==> src/rtl/vu_level_detector.sv <==
// Stereo VU level detector: |sample| peak capture, optional peak hold, linear decay, sticky clip flags.
// Latency: a sample strobe reaches the level/clip outputs after 3 clk edges; clip_clr acts on the next edge.
// Backpressure: none; strobes are fire-and-forget and must be at least 3 clk apart. Hold stage via VU_PEAK_HOLD_EN.
module vu_level_detector #(
  parameter int SAMPLE_W      = 24,
  parameter int HOLD_SAMPLES  = 9600,
  parameter int DECAY_SAMPLES = 384
) (
  input  logic                clk,
  input  logic                reset,
  input  logic                audio_clk_enable,
  input  logic                audio_enable,
  input  logic [SAMPLE_W-1:0] l_sample,
  input  logic [SAMPLE_W-1:0] r_sample,
  input  logic                clip_clr,
  output logic [7:0]          l_audio_signal,
  output logic [7:0]          r_audio_signal,
  output logic                l_clip,
  output logic                r_clip
);

  // Elaboration-time parameter sanity checks.
  if (SAMPLE_W < 9) begin : g_bad_sample_w
    $error("vu_level_detector: SAMPLE_W must be >= 9");
  end
  if (HOLD_SAMPLES < 1) begin : g_bad_hold
    $error("vu_level_detector: HOLD_SAMPLES must be >= 1");
  end
  if (DECAY_SAMPLES < 1) begin : g_bad_decay
    $error("vu_level_detector: DECAY_SAMPLES must be >= 1");
  end

  localparam int DECAY_W = (DECAY_SAMPLES > 1) ? $clog2(DECAY_SAMPLES) : 1;
  localparam logic [DECAY_W-1:0] DECAY_RELOAD = DECAY_W'(DECAY_SAMPLES - 1);
`ifdef VU_PEAK_HOLD_EN
  localparam int HOLD_W = (HOLD_SAMPLES > 1) ? $clog2(HOLD_SAMPLES) : 1;
  localparam logic [HOLD_W-1:0] HOLD_RELOAD = HOLD_W'(HOLD_SAMPLES - 1);
`endif

  localparam logic [SAMPLE_W-2:0] MAG_MAX = '1;
  localparam logic [SAMPLE_W-2:0] MAG_ONE = {{(SAMPLE_W-2){1'b0}}, 1'b1};

`ifdef VU_PEAK_HOLD_EN
  typedef enum logic [1:0] {ST_IDLE, ST_HOLD, ST_DECAY} state_t;
`else
  typedef enum logic {ST_IDLE, ST_DECAY} state_t;
`endif

  logic                tick1;
  logic                tick2;
  logic [SAMPLE_W-1:0] smp_q [2];
  logic [1:0][7:0]     level_bus;
  logic [1:0]          clip_bus;

  // Stage 1: capture both samples on the strobe and launch the tick.
  always_ff @(posedge clk or negedge reset) begin
    if (!reset) begin
      tick1    <= 1'b0;
      smp_q[0] <= '0;
      smp_q[1] <= '0;
    end else begin
      tick1 <= audio_clk_enable;
      if (audio_clk_enable) begin
        smp_q[0] <= l_sample;
        smp_q[1] <= r_sample;
      end
    end
  end

  // Tick delayed to line up with the registered magnitude.
  always_ff @(posedge clk or negedge reset) begin
    if (!reset) begin
      tick2 <= 1'b0;
    end else begin
      tick2 <= tick1;
    end
  end

  for (genvar ch = 0; ch < 2; ch++) begin : g_ch
    logic [SAMPLE_W-2:0] mag;
    logic [7:0]          mag8_q;
    logic                clip_hit_q;
    state_t              state_q, state_d;
    logic [7:0]          level_q, level_d;
    logic [DECAY_W-1:0]  decay_q, decay_d;
`ifdef VU_PEAK_HOLD_EN
    logic [HOLD_W-1:0]   hold_q, hold_d;
`endif
    logic                clip_q;

    // Absolute value; the most negative code saturates to full scale.
    always_comb begin
      mag = smp_q[ch][SAMPLE_W-2:0];
      if (smp_q[ch][SAMPLE_W-1]) begin
        if (smp_q[ch][SAMPLE_W-2:0] == '0) begin
          mag = MAG_MAX;
        end else begin
          mag = ~smp_q[ch][SAMPLE_W-2:0] + MAG_ONE;
        end
      end
    end

    // Stage 2: register the 8-bit meter magnitude and the full-scale hit.
    always_ff @(posedge clk or negedge reset) begin
      if (!reset) begin
        mag8_q     <= '0;
        clip_hit_q <= 1'b0;
      end else if (tick1) begin
        mag8_q     <= mag[SAMPLE_W-2 -: 8];
        clip_hit_q <= (mag == MAG_MAX);
      end
    end

    // Stage 3 next-state: peak capture, hold and linear decay ballistics.
    always_comb begin
      state_d = state_q;
      level_d = level_q;
      decay_d = decay_q;
`ifdef VU_PEAK_HOLD_EN
      hold_d  = hold_q;
`endif
      if (!audio_enable) begin
        state_d = ST_IDLE;
        level_d = '0;
        decay_d = '0;
`ifdef VU_PEAK_HOLD_EN
        hold_d  = '0;
`endif
      end else if (tick2) begin
        case (state_q)
          ST_IDLE: begin
            level_d = '0;
            if (mag8_q != 8'd0) begin
              level_d = mag8_q;
`ifdef VU_PEAK_HOLD_EN
              hold_d  = HOLD_RELOAD;
              state_d = ST_HOLD;
`else
              decay_d = DECAY_RELOAD;
              state_d = ST_DECAY;
`endif
            end
          end
`ifdef VU_PEAK_HOLD_EN
          ST_HOLD: begin
            if (mag8_q > level_q) begin
              level_d = mag8_q;
              hold_d  = HOLD_RELOAD;
            end else if (mag8_q == level_q) begin
              hold_d  = HOLD_RELOAD;
            end else if (hold_q == '0) begin
              decay_d = DECAY_RELOAD;
              state_d = ST_DECAY;
            end else begin
              hold_d  = hold_q - 1'b1;
            end
          end
`endif
          ST_DECAY: begin
            if ((mag8_q >= level_q) && (mag8_q != 8'd0)) begin
              level_d = mag8_q;
`ifdef VU_PEAK_HOLD_EN
              hold_d  = HOLD_RELOAD;
              state_d = ST_HOLD;
`else
              decay_d = DECAY_RELOAD;
`endif
            end else if (decay_q == '0) begin
              // Level is non-zero in DECAY, so this never wraps.
              level_d = level_q - 8'd1;
              decay_d = DECAY_RELOAD;
              if (level_q == 8'd1) begin
                state_d = ST_IDLE;
              end
            end else begin
              decay_d = decay_q - 1'b1;
            end
          end
          default: begin
            state_d = ST_IDLE;
            level_d = '0;
          end
        endcase
      end
    end

    // Stage 3 state register; the level register drives the meter directly.
    always_ff @(posedge clk or negedge reset) begin
      if (!reset) begin
        state_q <= ST_IDLE;
        level_q <= '0;
        decay_q <= '0;
`ifdef VU_PEAK_HOLD_EN
        hold_q  <= '0;
`endif
      end else begin
        state_q <= state_d;
        level_q <= level_d;
        decay_q <= decay_d;
`ifdef VU_PEAK_HOLD_EN
        hold_q  <= hold_d;
`endif
      end
    end

    // Sticky clip flag; a set on the same edge as a clear wins.
    always_ff @(posedge clk or negedge reset) begin
      if (!reset) begin
        clip_q <= 1'b0;
      end else if (tick2 && clip_hit_q) begin
        clip_q <= 1'b1;
      end else if (clip_clr) begin
        clip_q <= 1'b0;
      end
    end

    assign level_bus[ch] = level_q;
    assign clip_bus[ch]  = clip_q;
  end

  assign l_audio_signal = level_bus[0];
  assign r_audio_signal = level_bus[1];
  assign l_clip         = clip_bus[0];
  assign r_clip         = clip_bus[1];

endmodule

==> config.mk <==
export PLATFORM = sky130hd
export DESIGN_NAME = vu_level_detector
export DESIGN_NICKNAME = d
export VERILOG_FILES = /design/src/rtl/vu_level_detector.sv
export SDC_FILE = /design/constraint.sdc
export NUM_CORES = 1
export LEC_CHECK = 0
export CELL_PAD_IN_SITES_DETAIL_PLACEMENT = 1
export CELL_PAD_IN_SITES_GLOBAL_PLACEMENT = 1
export CORE_UTILIZATION = 45
export CTS_BUF_LIST = sky130_fd_sc_hd__clkbuf_8
export DETAILED_ROUTE_END_ITERATION = 16
export PLACE_DENSITY = 0.92
export SYNTH_ARGS = -nofsm -noshare
export SYNTH_HDL_FRONTEND = slang
export SYNTH_SLANG_ARGS = --single-unit
==> constraint.sdc <==
create_clock -name clk -period 3.4 [get_ports clk]
set_input_delay 0.68 -clock clk [delete_from_list [all_inputs] [get_ports clk]]
set_output_delay 0.68 -clock clk [all_outputs]
set_load 0.005 [all_outputs]
* Word-level counts from Yosys, hierarchy flattened
Index checks and enable logic that the tools add are counted.
** Storage, ports and cells
- Flip-flop bits (word level) :: 106
- Bits of input ports :: 53
- Word-level logic and storage cells :: 98
** Operators by class
- Add/sub/neg operators :: 6
- $lt $le $gt $ge :: 2
- Equality and inequality tests :: 9
- Multiplexer cells :: 45
- Bitwise operators :: 4
- Reductions and logical operators :: 16
** Operator list (number)
- $mux 23 :: 4
- $mux 9 :: 10
- $mux 8 :: 10
- $add 23x1->23 const B :: 2
- $eq 23x23->1 const B :: 2
- $logic_not 23->1 :: 2
- $not 23->23 :: 2
- $pmux 9 s2 :: 2
- $pmux 8 s2 :: 2
- $logic_not 9->1 :: 2
- $sub 9x1->9 const B :: 2
- $eq 8x1->1 const B :: 2
- $ge 8x8->1 :: 2
- $reduce_bool 8->1 :: 2
- $sub 8x1->8 const B :: 2
- $mux 1 :: 15
- $ne 4x2->1 const B :: 2
- $reduce_and 2->1 :: 4
- $ne 3x3->1 const B :: 2
- $logic_and 1x1->1 :: 4
- $pmux 1 s2 :: 2
- $reduce_bool 2->1 :: 2
- $ne 2x1->1 const B :: 1
- $not 1->1 :: 2

* Longest topological paths before layout
- Word-level depth :: 7
- Gate-level depth with buffers :: 11

* Least setup slack after synthesis
OpenSTA, ideal clock, no wires.
- Kind :: register to register
- Start point :: register g_ch[0].level_q[0], in the netlist l_audio_signal[0]
- End point :: register g_ch[0].decay_q[0]
- Setup time :: 149 ps
- Arrival time :: 2501 ps
- Slack :: 750 ps
- Stages on the path, launching flop included :: 10
- Buffers on the path :: 2
- Clock period less this slack :: 2650 ps
- Path through :: dfrtp_1 > ha_1 > nand2b_1 > a21o_1 > a21o_1 > a21o_1 > a211oi_1 > clkbuf_1 > clkbuf_1 > a41oi_1
** Between the ends
- Word-level cells in the longest chain between the ends :: 6
** RTL lines
- from (decl) :: RTL line 84 : logic [7:0] level_q, level_d;
- from (signal assigned) :: RTL line 198 : level_q <= level_d;
- $ge 8x8->1 :: RTL line 160 : if ((mag8_q >= level_q) && (mag8_q != 8'd0)) begin
- $logic_and 1x1->1 :: RTL line 160
- $mux 9 :: RTL line 160
- $pmux 9 s2 :: RTL line 130 : case (state_q)
- $mux 9 :: RTL line 129 : end else if (tick2) begin
- $mux 9 :: RTL line 122 : if (!audio_enable) begin
- to (signal assigned) :: RTL line 199 : decay_q <= decay_d;
- to (decl) :: RTL line 85 : logic [DECAY_W-1:0] decay_q, decay_d;
Every way passes these cells. The select of a mux whose other input is x is not followed.
A chain may end at the register's enable or synchronous reset.

* Worst setup path in the final report
- Start point :: register smp_q[2] in the netlist's numbering
- End point :: register g_ch[1].clip_hit_q
** Between the ends
- Word-level cells in the longest chain between the ends :: 5
- Elaborated cells on any way between the ends :: 6
- Those cells by class :: add/sub: 1; eq/ne: 1; mux: 2; bitwise: 1; reduce/logical: 1
** RTL lines
- from (decl) :: RTL line 51 : logic [SAMPLE_W-1:0] smp_q [2];
- $not 23->23 :: RTL line 98 : mag = ~smp_q[ch][SAMPLE_W-2:0] + MAG_ONE;
- $add 23x1->23 :: RTL line 98
- $mux 23 :: RTL line 95 : if (smp_q[ch][SAMPLE_W-2:0] == '0) begin
- $mux 23 (*) :: RTL line 94 : if (smp_q[ch][SAMPLE_W-1]) begin
- $eq 23x23->1 (*) :: RTL line 110 : clip_hit_q <= (mag == MAG_MAX);
- to (signal assigned) :: RTL line 110
- to (decl) :: RTL line 82 : logic clip_hit_q;
Mark *: on every way between the ends. The rest lies on a longest branch, timed or not.

==> metrics.cfg <==
[route]
drc_errors = 0
wirelength_mm = 18.8
drtPass1Iterations = 5
avgRoutedWirePerCell_microns = 19.7
first_iter_violations = 342
drtAntennaViolNets = 0
dr_total_vias = 6006
vias_per_cell = 6.28

[clock_network]
htreeDepth = 3
cts_buffers = 9
tritoncts = done
clk_latency_ns = 0.40
clock-sinks = 106
cts_max_path_buffers = 2
path_clk_slew_ns = 0.11
clockRootBuffer = clkbuf_8
cts_hold_buf = 0
cts.repair.resized = 0
post_cts_buffers = 0

[placed_design]
gp_congestion = 0.892
place.port_buffers = 70
dpl.hpwl_mm = 13.5

[global_route]
track_usage_pct = 26.9
grt_pass1_vias = 6416
grt_first_pass_wirelength_mm = 31.8
globalRouteOverflowTotal = 0
antenna_found_initial = 0
grt_max_degree = 52

[yosys]
yosys_warnings = 0
synthDistinctLibCells = 74
syn_area_sq_um = 6550
synth-edff-count = 0
synth_common_cells = dfrtp_1 (106), nand2_1 (56), o21ai_0 (47)
ys.flop_type = dfrtp_1
yosys_register_bits = 106
syn-num-nets = 786
synthTopCellsByArea = dfrtp_1 (40%), mux2_2 (7.9%), ha_1 (4.6%), o21ai_0 (3.6%), nand2_1 (3.2%)
syn_area_per_cell_sq_um = 9.24
ys_seq_area_share_pct = 40.5
synthCells = 709
synth_top_cell_area_share_pct = 40.5
yosys.area.top_type = dfrtp_1
async_flop_share_pct = 100
synth_most_common_cell = dfrtp_1

[setup_path]
crit_arrival_ns = 3.36
worstPathMaxFanout = 8
cpMaxStageDelayCell = nor4_4
max_stage_delay_ns = 0.56
critPathLaunchType = register
cp.required_ns = 3.71
cp_top_family = simple AND/OR/NAND/NOR gates
path_class = register to register
endpoint_kind = register
crit_path_cell_trace = nor4_4 -> nand4_1 -> or2_2 -> o31ai_1 -> mux2_2 -> or4b_1 -> o22ai_2
crit_buf_inv = 0

[hold_path]
hold_class = input port to asynchronous set/reset pin

[layout]
seq_area_sq_um = 2650
drive_gt1_share_pct = 13.3
fill_cells = 1638
nets = 848
diodes = 0
area_delta_synth_final_pct = 17.9
multiInputGateArea_sq_um = 3610

[floorplanning]
ioPinCount = 71
rows = 43
die_area_sq_um = 15000
start_util_pct = 46.7
core_sq_um = 14000
die_x_microns = 123
die_h_microns = 123

[sta]
period_needed_ns = 3.05
setup_viol = 0
tightest_slew_ns = 1.04
finalHoldViolations = 0
rsz0062_at_grt = false
worst_hold_slack_ns = 0.287
relSlewSlack_pct = 30.7
max_freq_ghz = 0.328
finalSetupTns_ns = 0
slew_viol_final = 0
period_share_pct = 89.6
clock_skew_ns = 0.0147

[status]
outcome = complete, no violations

[power]
power_leakage_nw = 3.04
ir_drop_v = 0.000328
power_density_nw_per_um2 = 487

[flow_run]
drv_cap = 0

-- metrics by stage --
step	power, mW	setup WS, ns	instance area (sq um)	cells	utilization [%]
floorplan	2.28	0.750	6550	709	-
global placement	2.61	0.607	7450	940	53.1
detailed placement	2.70	0.431	7450	940	53.1
CTS	3.78	0.352	7720	956	55.0
global route	3.97	0.161	7720	956	55.0
finish	3.76	0.352	7720	956	55.0
-- kinds of logic after synthesis --
group                      count (synthesis)  synth area share, %
AOI/OAI and AO/OA                        191                 19.7
and+or+nand+nor                          245                 20.2
muxes                                     53                 8.97
adders and majority gates                 24                 4.58
xor gates and xnor gates                  12                 1.60
DFF                                      106                 40.5
buffers and inverters                     78                 4.47
-- cells in the final DEF, fill, tap and decap left out, drive strengths merged, types with 5 or more instances in the layout --
master,count
a21o,10
a21oi,40
a31oi,17
buf,14
clkbuf,9
clkdlybuf4s50,68
dfrtp,106
ha,24
inv,46
mux2,46
mux2i,7
nand2,56
nand2b,9
nand3,23
nand4,16
nor2,44
nor3,26
nor4,24
o21ai,49
o221a,8
o22ai,7
o31ai,6
o32ai,7
or2,6
or3,14
xnor2,7
xor2,5
-- area by class of cell --
cell class | count | area share (%)
Tap cell | 180 | 2.92
Clock inverter | 7 | 1.93
Multi-Input combinational cell | 525 | 46.8
Timing Repair Buffer | 82 | 10.1
Inverter | 47 | 2.28
Sequential cell | 106 | 34.3
Clock buffer | 9 | 1.60
-- per-layer routing --
layer	up-vias	global-route usage (%)	share of wire [%]
li1	2776	-	-
met1	3032	32.9	43
met2	162	46.9	51
met3	36	5.39	4.0
met4	0	8.92	1.7
met5	-	0	0
-- sequential cells by signal, summed over array words and instances, names as in the netlist --
name             count
g_ch.decay_q        18
l_clip               1
tick2                1
r_clip               1
tick1                1
g_ch.state_q         2
smp_q               48
g_ch.mag8_q         16
r_audio_signal       8
g_ch.clip_hit_q      2
l_audio_signal       8
-- report_power, final --
group / internal [mW] / switching [mW] / total (mW) / leakage [nW]
sequential: 1.41 / 0.228 / 1.64 / 1.30
clock: 0.572 / 0.487 / 1.06 / 0.136
combinational: 0.489 / 0.578 / 1.07 / 1.61
total: 2.47 / 1.29 / 3.76 / 3.04
-- path summary, 6_finish.rpt --
check	start	end	slack (ns)	cells after the start
min in group clk	g_ch[1].decay_q[0]$_DFFE_PN0P_	g_ch[1].decay_q[0]$_DFFE_PN0P_	0.51	1
setup reg to reg	smp_q[2]$_DFFE_PN0P_	g_ch[1].clip_hit_q$_DFFE_PN0P_	0.35	7
hold reg to reg	g_ch[1].decay_q[0]$_DFFE_PN0P_	g_ch[1].decay_q[0]$_DFFE_PN0P_	0.51	1
setup / recovery	smp_q[2]$_DFFE_PN0P_	g_ch[1].clip_hit_q$_DFFE_PN0P_	0.35	7
hold / removal	reset	g_ch[0].decay_q[8]$_DFFE_PN0P_	0.29	1
max in group asynchronous	reset	g_ch[0].state_q$_DFFE_PN0P_	2.27	2
(Power assumes the default switching activity.)
